File: src/rtl/transposer_pkg.sv
// Shared types, constants and helpers for the
// ping-pong bit-plane transposer.
package transposer_pkg;

    localparam int unsigned MAX_PREC_DEF = 8;
    localparam int unsigned PREC_W = $clog2(MAX_PREC_DEF + 1);

    typedef enum logic {
        IDLE  = 1'b0,
        DRAIN = 1'b1
    } drain_state_t;

    function automatic logic prec_invalid(
        input logic [31:0] p,
        input int unsigned maxp
    );
        return (p == 32'd0) || (p > maxp);
    endfunction

    function automatic logic [31:0] prec_sanitize(
        input logic [31:0] p,
        input int unsigned maxp
    );
        return prec_invalid(p, maxp) ? maxp : p;
    endfunction

endpackage

File: src/rtl/data_transposer_pp_bank.sv
// One transposer bank: bit-plane storage, lane write
// port, plane read mux and the block's latched config.
module transposer_bank
    import transposer_pkg::*;
#(
    parameter int unsigned NUM_WORDS     = 64,
    parameter int unsigned LANES         = 4,
    parameter int unsigned XLEN          = 32,
    parameter int unsigned MVU_ADDR_LEN  = 32,
    parameter int unsigned MAX_DATA_PREC = MAX_PREC_DEF,
    localparam int unsigned BEATS = NUM_WORDS / LANES,
    localparam int unsigned BW = (BEATS > 1) ? $clog2(BEATS) : 1,
    localparam int unsigned PW = $clog2(MAX_DATA_PREC + 1)
) (
    input  logic                    clk,
    input  logic                    rst,
    input  logic                    wr_en_i,
    input  logic [BW-1:0]           wr_beat_i,
    input  logic [LANES*XLEN-1:0]   wr_words_i,
    input  logic                    cfg_en_i,
    input  logic [PW-1:0]           cfg_prec_i,
    input  logic [MVU_ADDR_LEN-1:0] cfg_baddr_i,
    input  logic                    cfg_msb_i,
    input  logic [PW-1:0]           rd_k_i,
    output logic [NUM_WORDS-1:0]    rd_word_o,
    output logic [PW-1:0]           prec_o,
    output logic [MVU_ADDR_LEN-1:0] baddr_o
);

    localparam int unsigned WW = (NUM_WORDS > 1) ? $clog2(NUM_WORDS) : 1;
    localparam int unsigned IW = (MAX_DATA_PREC > 1) ? $clog2(MAX_DATA_PREC) : 1;

    logic [NUM_WORDS-1:0]    planes_q [MAX_DATA_PREC];
    logic [PW-1:0]           prec_q;
    logic [MVU_ADDR_LEN-1:0] baddr_q;
    logic                    msb_q;
    logic [WW-1:0]           base;
    logic [PW-1:0]           idx;
    logic                    unused_words;

    // Only the low precision bits of each lane word are stored.
    assign unused_words = ^wr_words_i;
    assign base = WW'(wr_beat_i) * WW'(LANES);

    // Lane write: each plane bit is assigned, never merged.
    always_ff @(posedge clk) begin
        if (rst) begin
            for (int b = 0; b < MAX_DATA_PREC; b++)
                planes_q[b] <= '0;
        end else if (wr_en_i) begin
            for (int l = 0; l < LANES; l++)
                for (int b = 0; b < MAX_DATA_PREC; b++)
                    planes_q[b][base + WW'(l)] <= wr_words_i[l*XLEN + b];
        end
    end

    // Block config is latched on the first beat of a block.
    always_ff @(posedge clk) begin
        if (rst) begin
            prec_q  <= '0;
            baddr_q <= '0;
            msb_q   <= 1'b0;
        end else if (cfg_en_i) begin
            prec_q  <= cfg_prec_i;
            baddr_q <= cfg_baddr_i;
            msb_q   <= cfg_msb_i;
        end
    end

    // Plane select honours LSB- or MSB-first order.
    always_comb begin
        idx = rd_k_i;
        if (msb_q)
            idx = prec_q - PW'(1) - rd_k_i;
        rd_word_o = planes_q[idx[IW-1:0]];
    end

    assign prec_o  = prec_q;
    assign baddr_o = baddr_q;

endmodule

File: src/rtl/data_transposer_pp.sv
// Ping-pong activation transposer: fills one bank with
// lane words while the other drains as bit-planes.
module data_transposer_pp
    import transposer_pkg::*;
#(
    parameter int unsigned NUM_WORDS     = 64,
    parameter int unsigned LANES         = 4,
    parameter int unsigned XLEN          = 32,
    parameter int unsigned MVU_ADDR_LEN  = 32,
    parameter int unsigned MAX_DATA_PREC = MAX_PREC_DEF
) (
    input  logic                    clk,
    input  logic                    rst,
    input  logic [31:0]             prec,
    input  logic [MVU_ADDR_LEN-1:0] baddr,
    input  logic                    msb_first,
    input  logic                    in_valid,
    output logic                    in_ready,
    input  logic [LANES*XLEN-1:0]   in_words,
    output logic                    busy,
    output logic                    cfg_err,
    output logic                    mvu_wr_en,
    output logic [MVU_ADDR_LEN-1:0] mvu_wr_addr,
    output logic [NUM_WORDS-1:0]    mvu_wr_word,
    output logic                    blk_done
);

    localparam int unsigned BEATS = NUM_WORDS / LANES;
    localparam int unsigned BW = (BEATS > 1) ? $clog2(BEATS) : 1;
    localparam int unsigned PW = $clog2(MAX_DATA_PREC + 1);

    drain_state_t            state_q, state_d;
    logic [PW-1:0]           k_q, k_d;
    logic [BW-1:0]           beat_q, beat_d;
    logic [1:0]              full_q, full_d;
    logic                    fp_q, fp_d;
    logic                    dp_q, dp_d;
    logic                    err_q, err_d;
    logic                    wen_q, wen_d;
    logic [MVU_ADDR_LEN-1:0] addr_q, addr_d;
    logic [NUM_WORDS-1:0]    word_q, word_d;
    logic                    done_q, done_d;

    logic                    accept;
    logic                    first_beat;
    logic                    last_beat;
    logic [1:0]              wr_sel;
    logic [1:0]              cfg_sel;
    logic [PW-1:0]           sane_prec;
    logic [NUM_WORDS-1:0]    bank_word [2];
    logic [PW-1:0]           bank_prec [2];
    logic [MVU_ADDR_LEN-1:0] bank_baddr [2];
    logic [NUM_WORDS-1:0]    drain_word;
    logic [PW-1:0]           drain_prec;
    logic [MVU_ADDR_LEN-1:0] drain_baddr;

    assign in_ready   = ~full_q[fp_q];
    assign accept     = in_valid & in_ready;
    assign first_beat = accept && (beat_q == '0);
    assign last_beat  = accept && (beat_q == BW'(BEATS - 1));
    assign wr_sel     = accept ? (fp_q ? 2'b10 : 2'b01) : 2'b00;
    assign cfg_sel    = first_beat ? wr_sel : 2'b00;
    assign sane_prec  = PW'(prec_sanitize(prec, MAX_DATA_PREC));

    for (genvar g = 0; g < 2; g++) begin : g_bank
        transposer_bank #(
            .NUM_WORDS    (NUM_WORDS),
            .LANES        (LANES),
            .XLEN         (XLEN),
            .MVU_ADDR_LEN (MVU_ADDR_LEN),
            .MAX_DATA_PREC(MAX_DATA_PREC)
        ) u_bank (
            .clk        (clk),
            .rst        (rst),
            .wr_en_i    (wr_sel[g]),
            .wr_beat_i  (beat_q),
            .wr_words_i (in_words),
            .cfg_en_i   (cfg_sel[g]),
            .cfg_prec_i (sane_prec),
            .cfg_baddr_i(baddr),
            .cfg_msb_i  (msb_first),
            .rd_k_i     (k_q),
            .rd_word_o  (bank_word[g]),
            .prec_o     (bank_prec[g]),
            .baddr_o    (bank_baddr[g])
        );
    end

    assign drain_word  = bank_word[dp_q];
    assign drain_prec  = bank_prec[dp_q];
    assign drain_baddr = bank_baddr[dp_q];

    // Fill bookkeeping, drain FSM and next output values.
    always_comb begin
        state_d = state_q;
        k_d     = k_q;
        beat_d  = beat_q;
        full_d  = full_q;
        fp_d    = fp_q;
        dp_d    = dp_q;
        err_d   = 1'b0;
        wen_d   = 1'b0;
        addr_d  = addr_q;
        word_d  = word_q;
        done_d  = 1'b0;

        if (accept) begin
            beat_d = beat_q + 1'b1;
            if (first_beat)
                err_d = prec_invalid(prec, MAX_DATA_PREC);
            if (last_beat) begin
                beat_d       = '0;
                full_d[fp_q] = 1'b1;
                fp_d         = ~fp_q;
            end
        end

        unique case (state_q)
            IDLE: begin
                if (full_d[dp_q]) begin
                    state_d = DRAIN;
                    k_d     = '0;
                end
            end
            DRAIN: begin
                wen_d  = 1'b1;
                addr_d = drain_baddr + MVU_ADDR_LEN'(k_q);
                word_d = drain_word;
                if (k_q == drain_prec - PW'(1)) begin
                    done_d       = 1'b1;
                    full_d[dp_q] = 1'b0;
                    dp_d         = ~dp_q;
                    k_d          = '0;
                    state_d      = full_d[~dp_q] ? DRAIN : IDLE;
                end else begin
                    k_d = k_q + 1'b1;
                end
            end
        endcase
    end

    // State and registered outputs; reset wins over everything.
    always_ff @(posedge clk) begin
        if (rst) begin
            state_q <= IDLE;
            k_q     <= '0;
            beat_q  <= '0;
            full_q  <= '0;
            fp_q    <= 1'b0;
            dp_q    <= 1'b0;
            err_q   <= 1'b0;
            wen_q   <= 1'b0;
            addr_q  <= '0;
            word_q  <= '0;
            done_q  <= 1'b0;
        end else begin
            state_q <= state_d;
            k_q     <= k_d;
            beat_q  <= beat_d;
            full_q  <= full_d;
            fp_q    <= fp_d;
            dp_q    <= dp_d;
            err_q   <= err_d;
            wen_q   <= wen_d;
            addr_q  <= addr_d;
            word_q  <= word_d;
            done_q  <= done_d;
        end
    end

    assign busy = (|full_q) | (beat_q != '0) | (state_q == DRAIN);
    assign cfg_err     = err_q;
    assign mvu_wr_en   = wen_q;
    assign mvu_wr_addr = addr_q;
    assign mvu_wr_word = word_q;
    assign blk_done    = done_q;

endmodule

File: config.mk
export PLATFORM = sky130hd
export DESIGN_NAME = data_transposer_pp
export DESIGN_NICKNAME = d
export VERILOG_FILES = /design/src/rtl/transposer_pkg.sv /design/src/rtl/data_transposer_pp_bank.sv /design/src/rtl/data_transposer_pp.sv
export SDC_FILE = /design/constraint.sdc
export NUM_CORES = 2
export LEC_CHECK = 0
export ABC_AREA = 1
export CORE_AREA = 4 4 341 343
export DETAILED_ROUTE_END_ITERATION = 8
export DIE_AREA = 0 0 345 347
export PLACE_DENSITY = 0.67
export SLEW_MARGIN = 15
export SYNTH_ARGS = -nofsm -noshare
export SYNTH_HDL_FRONTEND = slang
export SYNTH_SLANG_ARGS = --single-unit
File: constraint.sdc
create_clock -name clk -period 4.05 [get_ports clk]
set_input_delay 0.81 -clock clk [delete_from_list [all_inputs] [get_ports clk]]
set_output_delay 0.81 -clock clk [all_outputs]
set_load 0.02 [all_outputs]
==> results.json <==
{
  "status": "completed",
  "timing.fmax_mhz": 276,
  "grt_pass1_wl_mm": 271,
  "grt_pass1_vias": 42800,
  "port_buffers": 200,
  "yosysTopAreaCell": "edfxtp_1",
  "leakagePower_nw": 27.6,
  "clk_latency_ns": 0.76,
  "setup_ws_ns": 0.422,
  "p_per_area_nw_per_um2": 435,
  "place_ws_ns": 0.578,
  "syn2layout_area_growth_pct": 13.5,
  "yosysWarnings": 0,
  "synth_mux_area_share_pct": 0,
  "crit_buf_inv": 3,
  "layout-drive-gt1-share_pct": 7.21,
  "min_period_ns": 3.63,
  "synth.distinct_cells": 37,
  "finalSetupViolations": 0,
  "synth_area_per_cell_um2": 8.65,
  "gp_congestion": 0.897,
  "numCtsBuffers": 132,
  "path_common_cell": "inv_1",
  "dp_cells": 8042,
  "critical_path.max_stage_delay_ns": 0.65,
  "synth-xor-area-share_pct": 0.244,
  "rsz0062_at_grt": "no",
  "synthSimpleGateAreaFrac_pct": 26.1,
  "seq_area_frac_synth_pct": 59.0,
  "dp_hpwl_mm": 110,
  "crit_path_top_delay_cell": "clkdlybuf4s50_1",
  "required_ns": 3.24,
  "path_class": "flip-flop to output port",
  "ys_seq_elements": 1210,
  "h-tree-depth": 4,
  "fp.dieH_um": 347,
  "synthAdderAreaFrac_pct": 0.367,
  "path_delay_family": "buffers and inverters",
  "grt_max_degree": 129,
  "synth_top_family_by_area": "simple AND/OR/NAND/NOR gates",
  "core-area_um2": 114000,
  "synth_top_area_share_pct": 50.3,
  "crit_path_cell_trace": "inv_1 > ha_1 > inv_1 > nor2_1 > nand4_1 > clkdlybuf4s50_1",
  "nets": 6875,
  "hold_class": "flip-flop to flip-flop",
  "final_antenna_net_count": 0,
  "fin_tns_setup_ns": 0,
  "finalHoldViolCount": 0,
  "clock-sinks": 1210,
  "io_pins": 297,
  "viasPerCell": 5.57,
  "grt_usage_pct": 30.2,
  "start_kind": "flip-flop",
  "finClkSkew_ns": 0.0339,
  "instances_no_fill": 8288,
  "ir_worst_vdd_uv": 386,
  "routedWlPerCell_um": 22.3,
  "syn-num-nets": 6840,
  "worst_pin_slew_ns": 1.21,
  "die_w_um": 345,
  "syn_area_um2": 57300,
  "std_cell_rows": 124,
  "syn_inst": 6629,
  "root_buffer": "clkbuf_16",
  "antenna_found_initial": 11,
  "ctsHoldBuffers": 0,
  "critical_path_arrival_ns": 2.82,
  "drv_slew": 0,
  "dieArea_um2": 120000,
  "first_iter_violations": 5829,
  "cts_tree": "yes",
  "drc": 0,
  "clockBufferDepth": 3,
  "clk_pin_slew_ns": 0.06,
  "post_cts_buffers": 0,
  "end_kind": "output port",
  "maxCapViolations": 0,
  "start_util_pct": 50.5,
  "synth_compound_area_share_pct": 4.71,
  "vias": 46200,
  "first_pass_iters": 9,
  "grt.overflow.total": 0,
  "slew_headroom_pct": 19.5,
  "drt_wl_total_mm": 185,
  "cts_resized": 0,
  "path_max_fanout": 5,
  "finalCritPeriodShare_pct": 89.6,
  "synthTopCellsByArea": "edfxtp_1 (50%), nand2_1 (12%), dfxtp_1 (8.7%)"
}
==> registers in the layout (all words and copies together), names as in the netlist <==
register                count
g_bank.u_bank.prec_o        8
k_q                         4
full_q                      2
mvu_wr_addr                32
blk_done                    1
mvu_wr_en                   1
state_q                     1
beat_q                      4
g_bank.u_bank.baddr_o      64
mvu_wr_word                64
g_bank.u_bank.msb_q         2
g_bank.u_bank.planes_q   1024
fp_q                        1
cfg_err                     1
dp_q                        1
==> synth_stat cells (all sizes together) <==
cell type,count
nor3b,1
nor2,703
o21ai,314
xor2,10
o211ai,65
o22ai,88
dfxtp,250
clkbuf,246
and3,1
ha,12
nand3b,6
o31ai,1
edfxtp,960
nand2,1820
clkinv,15
a21oi,15
nand3,956
nor4,4
or2,1
fa,3
xnor2,6
buf,216
nand4,24
inv,908
a211oi,1
nor3,3
==> where the power goes <==
| group | internal (mW) | switching (mW) | total, mW |
|---|---|---|---|
| clock | 6.90 | 5.00 | 11.9 |
| combinational | 0.581 | 1.74 | 2.32 |
| sequential | 13.9 | 0.128 | 14.1 |
| total | 21.4 | 6.87 | 28.3 |
==> worst reg2reg max path, delay by kind of cell, from the launching register on <==
kind	cells	cell delay [ns]
AND/OR/NAND/NOR	7	1.09
buffers and inverters	3	0.74
adder cells (fa/ha/maj)	1	0.57
flip-flops	1	0.46
AO/OA/AOI/OAI	1	0.30
==> per-layer routing <==
| metal | track usage, % | share of wire [%] | routed length, um | up-vias |
|---|---|---|---|---|
| li1 | - | - | - | 21500 |
| met1 | 39.5 | 38 | 69900 | 21700 |
| met2 | 47.0 | 45 | 82900 | 2479 |
| met3 | 6.49 | 11 | 20700 | 542 |
| met4 | 17.1 | 6.4 | 11800 | 6 |
| met5 | 0 | 0.025 | 46 | - |
==> cells in the final DEF, fill, tap and decap left out, drive strengths merged, types with 10 or more instances in the layout <==
master,n
a21oi,15
buf,168
clkbuf,202
clkdlybuf4s50,195
clkinv,48
dfxtp,250
edfxtp,960
ha,12
inv,911
nand2,1820
nand3,956
nand4,24
nor2,703
o211ai,65
o21ai,314
o22ai,88
xor2,10
==> through the flow <==
step	power, mW	hold WS [ns]	instance area [um2]	utilization (%)
6_report	28.3	0.458	65100	57.3
5_1_grt	29.1	0.477	65100	57.3
3_5_place_dp	16.6	0.439	60800	53.6
4_1_cts	28.4	0.455	65100	57.3
3_3_place_gp	16.6	0.434	60800	53.6
2_1_floorplan	15.6	0.423	57300	-
==> final timing paths <==
| check | to | slack [ns] | cells past startpoint | start |
|---|---|---|---|---|
| max | busy | 0.42 | 6 | beat_q[0] |
| min | g_bank[0].u_bank.baddr_o[1] | 0.46 | 2 | g_bank[0].u_bank.baddr_o[1] |
| max reg2reg | mvu_wr_word[8] | 0.79 | 12 | k_q[1] |
| min reg2reg | g_bank[0].u_bank.baddr_o[1] | 0.46 | 2 | g_bank[0].u_bank.baddr_o[1] |
==> cell type report <==
cell class	count	area [um2]
diodes	5	12.5
clock buffers	202	3930
clock inverters	39	324
fillers	9912	48500
inverters	923	3480
multi-input cells	4034	18100
flip-flops and latches	1210	33800
well taps	1512	1890
repair buffers	363	3540
==> logic make-up after synthesis <==
family	count (synthesis)
AO/OA/AOI/OAI	484
XOR/XNOR	16
adder cells (fa/ha/maj)	15
buffers and inverters	1385
flip-flops	1210
AND/OR/NAND/NOR	3519
Power figures use the tool's default switching activity.
